===== config.mk =====
export PLATFORM = sky130hd
export DESIGN_NAME = seq_control_flat
export DESIGN_NICKNAME = d
export VERILOG_FILES = /design/src/rtl/seq_control_pkg.sv /design/src/rtl/seq_control_if.sv /design/src/rtl/seq_control_slice_counter.sv /design/src/rtl/seq_control.sv /design/src/flat_wrapper.sv
export SDC_FILE = /design/constraint.sdc
export NUM_CORES = 1
export LEC_CHECK = 0
export ABC_AREA = 1
export BUFFER_PORTS_ARGS = -buffer_cell sky130_fd_sc_hd__buf_4
export CORE_MARGIN = 4
export CORE_UTILIZATION = 44
export CTS_CLUSTER_SIZE = 40
export DETAILED_ROUTE_END_ITERATION = 8
export GPL_ROUTABILITY_DRIVEN = 0
export PLACE_DENSITY = 0.76
export SKIP_CTS_REPAIR_TIMING = 1
export SYNTH_ARGS = -nofsm -noshare
export SYNTH_HDL_FRONTEND = slang
export SYNTH_SLANG_ARGS = --single-unit

===== constraint.sdc =====
create_clock -name clk -period 1.7 [get_ports clk]
set_input_delay 0.34 -clock clk [delete_from_list [all_inputs] [get_ports clk]]
set_output_delay 0.34 -clock clk [all_outputs]
set_load 0.1 [all_outputs]

===== src/rtl/seq_control_pkg.sv =====
`default_nettype none
// ============================================================================
// seq_control_pkg : opcode / ALU-select encodings and decode helpers
// Rev 1.0 - initial release
// ============================================================================
package seq_control_pkg;

    typedef logic [6:0] opcode_t;

    localparam opcode_t OPC_LOAD   = 7'b0000011;
    localparam opcode_t OPC_FENCE  = 7'b0001111;
    localparam opcode_t OPC_IMM    = 7'b0010011;
    localparam opcode_t OPC_AUIPC  = 7'b0010111;
    localparam opcode_t OPC_STORE  = 7'b0100011;
    localparam opcode_t OPC_OP     = 7'b0110011;
    localparam opcode_t OPC_LUI    = 7'b0110111;
    localparam opcode_t OPC_BRANCH = 7'b1100011;
    localparam opcode_t OPC_JALR   = 7'b1100111;
    localparam opcode_t OPC_JAL    = 7'b1101111;
    localparam opcode_t OPC_SYS    = 7'b1110011;

    typedef enum logic [2:0] {
        ALU_NONE      = 3'd0,
        ALU_PC_4      = 3'd1,
        ALU_PC_IMM    = 3'd2,
        ALU_RS1_4     = 3'd3,
        ALU_RS1_IMM   = 3'd4,
        ALU_OPEXE     = 3'd5,
        ALU_BRANCH_OP = 3'd6
    } alu_ctrl_t;

    // Default step loaded on reset; the sequencer's RESET_STEP defaults to this.
    localparam logic [1:0] CYCLE_INIT = 2'd0;

    function automatic logic is_legal_opcode(input opcode_t opc);
        case (opc)
            OPC_LOAD, OPC_FENCE, OPC_IMM, OPC_AUIPC, OPC_STORE, OPC_OP,
            OPC_LUI, OPC_BRANCH, OPC_JALR, OPC_JAL, OPC_SYS: return 1'b1;
            default: return 1'b0;
        endcase
    endfunction

    function automatic logic [1:0] max_step(input opcode_t opc);
        case (opc)
            OPC_OP, OPC_LOAD, OPC_STORE, OPC_JALR:                  return 2'd2;
            OPC_BRANCH:                                             return 2'd3;
            OPC_IMM, OPC_JAL, OPC_AUIPC, OPC_LUI, OPC_FENCE, OPC_SYS: return 2'd1;
            default:                                                return 2'd0;
        endcase
    endfunction

endpackage
`default_nettype wire


===== src/rtl/seq_control_if.sv =====
`default_nettype none
// ============================================================================
// seq_control_if : instruction-side inputs and datapath controls of seq_control
// Rev 1.0 - initial release
// ============================================================================
interface seq_control_if #(
    parameter int SLW = 1
);
    logic [6:0]                 opcode;
    logic                       mem_ready;
    logic [6:0]                 op;
    logic [1:0]                 step;
    logic [1:0]                 max_step;
    logic [SLW-1:0]             slice;
    logic                       first;
    logic                       step_adv;
    seq_control_pkg::alu_ctrl_t alu_ctrl;
    logic                       update_pc;
    logic                       update_instr;
    logic                       rf_rs1;
    logic                       rf_rs2;
    logic                       save_rd;
    logic                       save_pc;
    logic                       rf_wren;
    logic                       mem_rden;
    logic                       mem_wren;
    logic                       trap;
    logic                       illegal;

    modport master (
        output opcode, mem_ready,
        input  op, step, max_step, slice, first, step_adv, alu_ctrl,
               update_pc, update_instr, rf_rs1, rf_rs2, save_rd, save_pc,
               rf_wren, mem_rden, mem_wren, trap, illegal
    );

    modport slave (
        input  opcode, mem_ready,
        output op, step, max_step, slice, first, step_adv, alu_ctrl,
               update_pc, update_instr, rf_rs1, rf_rs2, save_rd, save_pc,
               rf_wren, mem_rden, mem_wren, trap, illegal
    );
endinterface
`default_nettype wire


===== src/rtl/seq_control_slice_counter.sv =====
`default_nettype none
// ============================================================================
// seq_control_slice_counter : slice position within a step, memory stall hold
// Rev 1.0 - initial release
// ============================================================================
module seq_control_slice_counter #(
    parameter int NSLICE   = 1,
    parameter int SLW      = 1,
    parameter int MEM_WAIT = 1
) (
    input  logic           clk,
    input  logic           rst,
    input  logic           i_mem_step,
    input  logic           i_mem_ready,
    output logic [SLW-1:0] o_slice,
    output logic           o_slice_last,
    output logic           o_first,
    output logic           o_stall_rep,
    output logic           o_step_adv
);

    logic w_slice_last;
    logic w_step_adv;
    logic r_first;
    logic r_held;

    assign w_step_adv = w_slice_last && (!i_mem_step || (MEM_WAIT == 0) || i_mem_ready);

    generate
        if (NSLICE == 1) begin : g_single
            assign w_slice_last = 1'b1;
            assign o_slice      = '0;
        end else begin : g_multi
            logic [SLW-1:0] r_slice;

            // Parks on the final slice while memory has not answered.
            always_ff @(posedge clk) begin
                if (rst)
                    r_slice <= '0;
                else if (w_step_adv)
                    r_slice <= '0;
                else if (!w_slice_last)
                    r_slice <= r_slice + SLW'(1);
            end

            assign w_slice_last = (r_slice == SLW'(NSLICE - 1));
            assign o_slice      = r_slice;
        end
    endgenerate

    always_ff @(posedge clk) begin
        if (rst) begin
            r_first <= 1'b1;
            r_held  <= 1'b0;
        end else begin
            r_first <= w_step_adv;
            r_held  <= w_slice_last && !w_step_adv;
        end
    end

    assign o_slice_last = w_slice_last;
    assign o_first      = r_first;
    assign o_stall_rep  = r_held;
    assign o_step_adv   = w_step_adv;

endmodule
`default_nettype wire


===== src/rtl/seq_control.sv =====
`default_nettype none
// ============================================================================
// seq_control : multi-cycle, slice-serial RV32I instruction sequencer
// Rev 1.0 - initial release
// ============================================================================
module seq_control
    import seq_control_pkg::*;
#(
    parameter int         XLEN       = 32,
    parameter int         SLICE_W    = 32,
    parameter int         MEM_WAIT   = 1,
    parameter logic [1:0] RESET_STEP = CYCLE_INIT
) (
    input  logic          clk,
    input  logic          rst,
    seq_control_if.slave  bus
);

    localparam int NSLICE = XLEN / SLICE_W;
    localparam int SLW    = (NSLICE > 1) ? $clog2(NSLICE) : 1;

    logic [4:0]     r_op5;
    logic           r_lowok;
    logic [1:0]     r_step;

    opcode_t        w_opc;
    logic [1:0]     w_max;
    logic           w_illegal;
    logic           w_is_op, w_is_imm, w_is_load, w_is_store, w_is_branch;
    logic           w_is_jal, w_is_jalr, w_is_auipc, w_is_lui, w_is_fence, w_is_sys;
    logic           w_update_pc, w_mem_rd_step, w_mem_wr_step, w_mem_step;
    logic [SLW-1:0] w_slice;
    logic           w_slice_last, w_first, w_stall_rep, w_step_adv;
    logic [1:0]     w_step_nxt;
    logic           w_op_load;
    alu_ctrl_t      w_alu;
    logic           w_update_instr, w_rf_rs1, w_rf_rs2, w_save_rd, w_save_pc;
    logic           w_rf_wren, w_mem_rden, w_mem_wren, w_trap;

    // The op output always shows 2'b11; non-11 low bits only feed legality.
    assign w_opc       = {r_op5, (r_lowok ? 2'b11 : 2'b00)};
    assign w_max       = max_step(w_opc);
    assign w_illegal   = !is_legal_opcode(w_opc);
    assign w_is_op     = (w_opc == OPC_OP);
    assign w_is_imm    = (w_opc == OPC_IMM);
    assign w_is_load   = (w_opc == OPC_LOAD);
    assign w_is_store  = (w_opc == OPC_STORE);
    assign w_is_branch = (w_opc == OPC_BRANCH);
    assign w_is_jal    = (w_opc == OPC_JAL);
    assign w_is_jalr   = (w_opc == OPC_JALR);
    assign w_is_auipc  = (w_opc == OPC_AUIPC);
    assign w_is_lui    = (w_opc == OPC_LUI);
    assign w_is_fence  = (w_opc == OPC_FENCE);
    assign w_is_sys    = (w_opc == OPC_SYS);

    assign w_update_pc   = (w_is_op || w_is_jalr) ? (r_step == 2'd1) :
                           w_is_branch            ? (r_step == 2'd0 || r_step == 2'd2) :
                                                    (r_step == 2'd0);
    assign w_mem_rd_step = w_update_pc || (w_is_load && r_step == 2'd1);
    assign w_mem_wr_step = w_is_store && (r_step == 2'd2);
    assign w_mem_step    = w_mem_rd_step || w_mem_wr_step;

    seq_control_slice_counter #(
        .NSLICE   (NSLICE),
        .SLW      (SLW),
        .MEM_WAIT (MEM_WAIT)
    ) u_slice (
        .clk          (clk),
        .rst          (rst),
        .i_mem_step   (w_mem_step),
        .i_mem_ready  (bus.mem_ready),
        .o_slice      (w_slice),
        .o_slice_last (w_slice_last),
        .o_first      (w_first),
        .o_stall_rep  (w_stall_rep),
        .o_step_adv   (w_step_adv)
    );

    always_ff @(posedge clk) begin
        if (rst) begin
            r_step  <= RESET_STEP;
            r_op5   <= bus.opcode[6:2];
            r_lowok <= (bus.opcode[1:0] == 2'b11);
        end else begin
            r_step <= w_step_nxt;
            if (w_op_load) begin
                r_op5   <= bus.opcode[6:2];
                r_lowok <= (bus.opcode[1:0] == 2'b11);
            end
        end
    end

    always_comb begin
        w_step_nxt = r_step;
        w_op_load  = 1'b0;
        if (w_step_adv) begin
            if (r_step == w_max) begin
                w_step_nxt = 2'd0;
                w_op_load  = 1'b1;
            end else begin
                w_step_nxt = r_step + 2'd1;
            end
        end
    end

    always_comb begin
        w_rf_rs1 = 1'b0;
        w_rf_wren = 1'b0;
        w_alu = ALU_NONE;

        if (w_is_branch)
            w_rf_rs1 = (r_step == 2'd1);
        else if (!(w_is_jal || w_is_lui || w_is_auipc || w_is_sys || w_is_fence || w_illegal))
            w_rf_rs1 = (r_step == 2'd0);

        w_rf_rs2  = ((w_is_op || w_is_store) && r_step == 2'd1) || (w_is_branch && r_step == 2'd0);
        w_save_rd = (r_step == 2'd0) && w_first;
        w_save_pc = (w_is_branch || w_is_jal || w_is_auipc) && (r_step == 2'd0) && w_first;

        // Writeback is single-shot: stall repeats of the final slice stay quiet.
        if (w_is_lui)
            w_rf_wren = (r_step == 2'd0);
        else if (!(w_is_store || w_is_branch || w_is_fence || w_illegal))
            w_rf_wren = (r_step == w_max);
        w_rf_wren = w_rf_wren && !w_stall_rep;

        w_mem_rden     = w_mem_rd_step && w_slice_last;
        w_mem_wren     = w_mem_wr_step && w_slice_last;
        w_update_instr = w_step_adv && ((w_is_load || w_is_store) ? (r_step == 2'd1)
                                                                  : (r_step == w_max));

        case (r_step)
            2'd0: w_alu = w_is_op ? ALU_NONE : (w_is_jal ? ALU_PC_IMM : ALU_PC_4);
            2'd1: begin
                if (w_is_op)                                              w_alu = ALU_PC_4;
                else if (w_is_imm)                                        w_alu = ALU_OPEXE;
                else if (w_is_jal)                                        w_alu = ALU_RS1_4;
                else if (w_is_lui || w_is_fence || w_is_sys || w_illegal) w_alu = ALU_NONE;
                else                                                      w_alu = ALU_RS1_IMM;
            end
            2'd2: w_alu = w_is_op ? ALU_OPEXE : (w_is_branch ? ALU_BRANCH_OP : ALU_NONE);
            default: w_alu = ALU_NONE;
        endcase

        w_trap = (r_step == 2'd0) && w_first && (w_is_sys || w_illegal);
    end

    assign bus.op           = {r_op5, 2'b11};
    assign bus.step         = r_step;
    assign bus.max_step     = w_max;
    assign bus.slice        = w_slice;
    assign bus.first        = w_first;
    assign bus.step_adv     = w_step_adv;
    assign bus.alu_ctrl     = w_alu;
    assign bus.update_pc    = w_update_pc;
    assign bus.update_instr = w_update_instr;
    assign bus.rf_rs1       = w_rf_rs1;
    assign bus.rf_rs2       = w_rf_rs2;
    assign bus.save_rd      = w_save_rd;
    assign bus.save_pc      = w_save_pc;
    assign bus.rf_wren      = w_rf_wren;
    assign bus.mem_rden     = w_mem_rden;
    assign bus.mem_wren     = w_mem_wren;
    assign bus.trap         = w_trap;
    assign bus.illegal      = w_illegal;

endmodule
`default_nettype wire


===== src/flat_wrapper.sv =====
// flat-port wrapper written by rule: the top's interface ports become plain ports
module seq_control_flat import seq_control_pkg::*;
#(
    parameter int         XLEN       = 32,
    parameter int         SLICE_W    = 32,
    parameter int         MEM_WAIT   = 1,
    parameter logic [1:0] RESET_STEP = CYCLE_INIT
)
  (clk, rst, bus_opcode, bus_mem_ready, bus_op, bus_step, bus_max_step, bus_slice, bus_first, bus_step_adv, bus_alu_ctrl, bus_update_pc, bus_update_instr, bus_rf_rs1, bus_rf_rs2, bus_save_rd, bus_save_pc, bus_rf_wren, bus_mem_rden, bus_mem_wren, bus_trap, bus_illegal);
  seq_control_if #(.SLW(1)) bus_i ();
  input  logic clk;
  input  logic rst;
  input wire logic [$bits(bus_i.opcode)-1:0] bus_opcode;
  input wire logic [$bits(bus_i.mem_ready)-1:0] bus_mem_ready;
  output wire logic [$bits(bus_i.op)-1:0] bus_op;
  output wire logic [$bits(bus_i.step)-1:0] bus_step;
  output wire logic [$bits(bus_i.max_step)-1:0] bus_max_step;
  output wire logic [$bits(bus_i.slice)-1:0] bus_slice;
  output wire logic [$bits(bus_i.first)-1:0] bus_first;
  output wire logic [$bits(bus_i.step_adv)-1:0] bus_step_adv;
  output wire logic [$bits(bus_i.alu_ctrl)-1:0] bus_alu_ctrl;
  output wire logic [$bits(bus_i.update_pc)-1:0] bus_update_pc;
  output wire logic [$bits(bus_i.update_instr)-1:0] bus_update_instr;
  output wire logic [$bits(bus_i.rf_rs1)-1:0] bus_rf_rs1;
  output wire logic [$bits(bus_i.rf_rs2)-1:0] bus_rf_rs2;
  output wire logic [$bits(bus_i.save_rd)-1:0] bus_save_rd;
  output wire logic [$bits(bus_i.save_pc)-1:0] bus_save_pc;
  output wire logic [$bits(bus_i.rf_wren)-1:0] bus_rf_wren;
  output wire logic [$bits(bus_i.mem_rden)-1:0] bus_mem_rden;
  output wire logic [$bits(bus_i.mem_wren)-1:0] bus_mem_wren;
  output wire logic [$bits(bus_i.trap)-1:0] bus_trap;
  output wire logic [$bits(bus_i.illegal)-1:0] bus_illegal;
  assign bus_i.opcode = bus_opcode;
  assign bus_i.mem_ready = bus_mem_ready;
  assign bus_op = bus_i.op;
  assign bus_step = bus_i.step;
  assign bus_max_step = bus_i.max_step;
  assign bus_slice = bus_i.slice;
  assign bus_first = bus_i.first;
  assign bus_step_adv = bus_i.step_adv;
  assign bus_alu_ctrl = bus_i.alu_ctrl;
  assign bus_update_pc = bus_i.update_pc;
  assign bus_update_instr = bus_i.update_instr;
  assign bus_rf_rs1 = bus_i.rf_rs1;
  assign bus_rf_rs2 = bus_i.rf_rs2;
  assign bus_save_rd = bus_i.save_rd;
  assign bus_save_pc = bus_i.save_pc;
  assign bus_rf_wren = bus_i.rf_wren;
  assign bus_mem_rden = bus_i.mem_rden;
  assign bus_mem_wren = bus_i.mem_wren;
  assign bus_trap = bus_i.trap;
  assign bus_illegal = bus_i.illegal;
  seq_control #(.XLEN(XLEN), .SLICE_W(SLICE_W), .MEM_WAIT(MEM_WAIT), .RESET_STEP(RESET_STEP)) u_core (.clk(clk), .rst(rst), .bus(bus_i));
endmodule

==> metrics.log, run 1 <==
INFO  metric port_buffers = 34
INFO  metric placementRows = 17
INFO  metric yosys_register_bits = 10
INFO  metric number_of_distinct_library_cells_after_synthesis = 25
INFO  metric die_y = 55.7 um
INFO  metric dp_hpwl = 2670 um
INFO  metric synth-warning-count = 0
INFO  metric placed_cells_incl_taps = 253
INFO  metric syn_avg_cell_area = 6.72 um2
INFO  metric run.stop_error = [ERROR DPL-0038] Utilization greater than 100%, impossible to legalize
INFO  metric dpl_worst_slack = -0.519 ns
INFO  metric post_synth_instance_area = 1000 um2
INFO  metric cts_made_buffers = 3
INFO  metric die-width = 55.7 um
INFO  metric pin_count = 38
INFO  metric cts_max_level = 1
INFO  metric worst_ep_kind = output port
INFO  metric failed_stage = 5_1_grt
INFO  metric postSynthCellCount = 149
INFO  metric clock_sinks = 10
INFO  metric last_worst_endpoint_in_the_global_route_repair_timing = bus_rf_wren
INFO  metric seq_area_frac_synth = 0.260
INFO  metric grt_max_degree = 8
INFO  metric status = aborted with a tool error
INFO  metric initial_core_util = 0.457
INFO  metric cts_root_buf = sky130_fd_sc_hd__clkbuf_4
INFO  metric max-clock-path-buffers = 2
[stage by stage]
stage               TNS (ns)  cell area (um2)
CTS                   -13.24             1850
detailed placement     -8.05             1820
global placement       -7.20             1820
floorplan             -21.49             1220
[kinds of logic after synthesis]
| group | Yosys count | share of synthesized area |
|---|---|---|
| DFF | 10 | 0.260 |
| buffers and inverters | 32 | 0.131 |
| other | 2 | 0.00750 |
| AOI/OAI and AO/OA | 17 | 0.0913 |
| and+or+nand+nor | 84 | 0.460 |
| adders and majority gates | 4 | 0.0500 |
[Yosys cell counts]
cell type / count / area share
sky130_fd_sc_hd__clkinv_1: 1 / 0.0037
sky130_fd_sc_hd__a21boi_1: 1 / 0.0075
sky130_fd_sc_hd__inv_2: 3 / 0.011
sky130_fd_sc_hd__nand2_1: 35 / 0.13
sky130_fd_sc_hd__edfxtp_1: 6 / 0.18
sky130_fd_sc_hd__o21ai_0: 7 / 0.035
sky130_fd_sc_hd__nor2_4: 2 / 0.022
sky130_fd_sc_hd__ha_1: 4 / 0.050
sky130_fd_sc_hd__a31oi_1: 1 / 0.0063
sky130_fd_sc_hd__dfxtp_1: 4 / 0.080
sky130_fd_sc_hd__nand3_1: 15 / 0.075
sky130_fd_sc_hd__nor2_8: 1 / 0.020
sky130_fd_sc_hd__nor2_1: 11 / 0.041
sky130_fd_sc_hd__nand3_4: 1 / 0.018
sky130_fd_sc_hd__nand2_2: 6 / 0.038
sky130_fd_sc_hd__o211ai_1: 1 / 0.0075
sky130_fd_sc_hd__nand4_1: 2 / 0.012
sky130_fd_sc_hd__inv_1: 25 / 0.094
sky130_fd_sc_hd__nand3_2: 1 / 0.010
sky130_fd_sc_hd__nand4_4: 1 / 0.021
sky130_fd_sc_hd__buf_4: 3 / 0.022
sky130_fd_sc_hd__conb_1: 2 / 0.0075
sky130_fd_sc_hd__a21oi_1: 7 / 0.035
sky130_fd_sc_hd__nand2_4: 3 / 0.034
sky130_fd_sc_hd__nor2_2: 6 / 0.038
==> run 2: changes to the inputs <==
--- a/config.mk
+++ b/config.mk
@@ -7,12 +7,11 @@
 export LEC_CHECK = 0
 export ABC_AREA = 1
 export BUFFER_PORTS_ARGS = -buffer_cell sky130_fd_sc_hd__buf_4
-export CORE_MARGIN = 4
-export CORE_UTILIZATION = 44
-export CTS_CLUSTER_SIZE = 40
+export CORE_AREA = 4 4 65 67
 export DETAILED_ROUTE_END_ITERATION = 8
+export DIE_AREA = 0 0 69 71
 export GPL_ROUTABILITY_DRIVEN = 0
-export PLACE_DENSITY = 0.76
+export PLACE_DENSITY_LB_ADDON = 0.15
 export SKIP_CTS_REPAIR_TIMING = 1
 export SYNTH_ARGS = -nofsm -noshare
 export SYNTH_HDL_FRONTEND = slang
==> constraint.sdc (replaced) <==
create_clock -name clk -period 2.2 [get_ports clk]
set_input_delay 0.44 -clock clk [delete_from_list [all_inputs] [get_ports clk]]
set_output_delay 0.44 -clock clk [all_outputs]
set_load 0.1 [all_outputs]
==> metrics.log, run 2 <==
INFO  metric via_count_of_the_first_global_routing_pass = 1144
INFO  metric power_density = 822 nW/um2
INFO  metric number_of_distinct_library_cells_after_synthesis = 25
INFO  metric pin_count = 38
INFO  metric placementRows = 22
INFO  metric tns = -1.45 ns
INFO  metric antenna_violations_before_repair = 0
INFO  metric synthTopCellsByArea = sky130_fd_sc_hd__edfxtp_1 18%, sky130_fd_sc_hd__nand2_1 13%, sky130_fd_sc_hd__inv_1 9.4%
INFO  metric finalSetupViolCount = 12
INFO  metric cts_max_level = 1
INFO  metric globalRoute.totalOverflow = 0
INFO  metric min_path_type = in -> reg
INFO  metric drt_iter0_markers = 32
INFO  metric max-clock-path-buffers = 2
INFO  metric final_cell_mix = 52 x sky130_fd_sc_hd__buf_4, 25 x sky130_fd_sc_hd__nand2_1, 18 x sky130_fd_sc_hd__inv_1
INFO  metric largest_register_ffs = 5
INFO  metric cts_root_buf = sky130_fd_sc_hd__clkbuf_8
INFO  metric synth_async_sr_flop_share = 0
INFO  metric post_drt_via_cell_ratio = 4.40
INFO  metric post-route-cell-area = 2090 um2
INFO  metric synth_largest_area_cell = sky130_fd_sc_hd__edfxtp_1
INFO  metric dpl_worst_slack = -0.145 ns
INFO  metric worst-endpoint-required = 1.76 ns
INFO  metric setup.worst_path.class = reg -> out
INFO  metric layout.filler_cells = 342
INFO  metric post_synth_most_frequent_cells = 35 x sky130_fd_sc_hd__nand2_1, 25 x sky130_fd_sc_hd__inv_1, 15 x sky130_fd_sc_hd__nand3_1
INFO  metric ant_nets = 0
INFO  metric port_buffers = 34
INFO  metric vdd_drop_max = 561 uV
INFO  metric die_y = 71 um
INFO  metric die_area = 4900 um2
INFO  metric synth_enable_flop_cells = 6
INFO  metric regMostFlops = u_core.r_op5
INFO  metric met2_wirelength = 1700 um
INFO  metric synth_largest_type_area_fraction = 0.180
INFO  metric leakage = 1.02 nW
INFO  metric nets = 236
INFO  metric dp_hpwl = 2660 um
INFO  metric antenna_cell_count = 0
INFO  metric post_synth_instance_area = 1000 um2
INFO  metric synth_ff_type = sky130_fd_sc_hd__edfxtp_1
INFO  metric routed-via-count = 1184
INFO  metric fin_worst_skew = 0.000192 ns
INFO  metric grt_pass1_wl = 5030 um
INFO  metric clk_latency = 0.23 ns
INFO  metric yosys_register_bits = 10
INFO  metric grt_max_degree = 9
INFO  metric register_area = 269 um2
INFO  metric mostFrequentLayoutCell = sky130_fd_sc_hd__buf_4
INFO  metric postSynthCellCount = 149
INFO  metric layout_min_cycle_time = 2.47 ns
INFO  metric seq_area_frac_synth = 0.260
INFO  metric layout-drive-gt1-share = 0.629
INFO  metric wirelength_met1 = 1330 um
INFO  metric drv.max_cap_violation_count = 0
INFO  metric clock_sinks = 10
INFO  metric core_region_area = 3630 um2
INFO  metric status = finished with violations
INFO  metric place_area = 1770 um2
INFO  metric crit_end_category = output pin
INFO  metric maxUsedRoutingLayer = met4
INFO  metric fin_util = 0.575
INFO  metric unrepaired_setup_endpoints_after_global_routing = yes
INFO  metric timing.critical_path.fanout_max = 6
INFO  metric remaining_drc_errors = 0
INFO  metric total_global_route_track_usage = 0.123
INFO  metric multi_input_logic_area = 885 um2
INFO  metric start_kind = flip-flop
INFO  metric failed_checks = negative setup slack
INFO  metric wl_per_cell = 11.8 um
INFO  metric cts.reportedPaths.clkPinSlew = 0.05 ns
INFO  metric timing_hold_violations_final = 0
INFO  metric finalMaxSlewViolations = 0
INFO  metric synth-warning-count = 0
INFO  metric die-width = 69 um
INFO  metric detail_route.wirelength = 3170 um
INFO  metric cts_tree = built
INFO  metric syn_avg_cell_area = 6.72 um2
INFO  metric smallest_setup_slack_after_layout = -0.274 ns
INFO  metric timing.fmax = 404 MHz
INFO  metric cts_made_buffers = 3
INFO  metric post-route-period-util = 1.12
INFO  metric synth_most_common_cell = sky130_fd_sc_hd__nand2_1
INFO  metric initial_core_util = 0.275
INFO  metric detailroute.wirelength.met3 = 101 um
INFO  metric critical_path_arrival = 2.03 ns
INFO  metric first_pass_iters = 4
INFO  metric area.growth.synth_to_final = 109%
-- run 2: cell counts after synthesis --
Identical to the previous run, type by type.
-- run 2: final cells by class --
type	instances	area share
Tap cell	48	0.0288
Timing Repair Buffer	70	0.336
Clock inverter	1	0.00180
Inverter	29	0.0611
Multi-Input combinational cell	108	0.424
Clock buffer	3	0.0198
Sequential cell	10	0.129
-- run 2: per-layer routing --
layer / global-route usage / up-vias
met5: 0 / -
met4: 0.0325 / 0
met3: 0.0170 / 5
met2: 0.228 / 30
met1: 0.149 / 540
li1: - / 609
-- run 2: path summary, 6_finish.rpt --
path                            from                 end  slack (ns)  cells past startpoint
setup / recovery     u_core.r_op5[3]         bus_rf_wren       -0.27                     10
hold / removal         bus_opcode[2]     u_core.r_op5[0]        0.38                      1
setup reg to reg     u_core.r_op5[4]     u_core.r_op5[2]        0.15                     10
hold reg to reg   u_core.bus.step[0]  u_core.bus.step[0]        0.51                      2
-- run 2: critical path: stages (launching register included) --
cell                       delay (ns)
sky130_fd_sc_hd__edfxtp_1        0.48
sky130_fd_sc_hd__nor2_2          0.29
sky130_fd_sc_hd__nand3_1         0.13
sky130_fd_sc_hd__nand2_1         0.11
sky130_fd_sc_hd__nor2_2          0.06
sky130_fd_sc_hd__nand3_1         0.10
sky130_fd_sc_hd__nand2_1         0.07
sky130_fd_sc_hd__nor2_2          0.09
sky130_fd_sc_hd__nand2_1         0.09
sky130_fd_sc_hd__a21oi_4         0.17
sky130_fd_sc_hd__buf_12          0.19
-- run 2: per-stage QoR --
| stage | cells | hold slack, ns | power, W |
|---|---|---|---|
| detailed placement | 263 | 0.503 | 0.00137 |
| CTS | 267 | 0.373 | 0.00157 |
| finish | 269 | 0.381 | 0.00172 |
| global placement | 263 | 0.481 | 0.00136 |
| floorplan | 150 | 0.523 | 0.00111 |
| global route | 269 | 0.370 | 0.00180 |
-- run 2: cell families after synthesis --
group / share of synthesized area
and+or+nand+nor: 0.460
buffers and inverters: 0.131
AOI/OAI and AO/OA: 0.0913
DFF: 0.260
adders and majority gates: 0.0500
other: 0.00750
-- run 2: power by group --
part	total (W)	internal [W]	switching, W
combinational	0.00125	0.000408	0.000845
sequential	0.000274	0.000233	0.0000411
clock	0.000190	0.000122	0.0000683
total	0.00172	0.000763	0.000954
No activity file was read; power rests on OpenSTA's default activity.
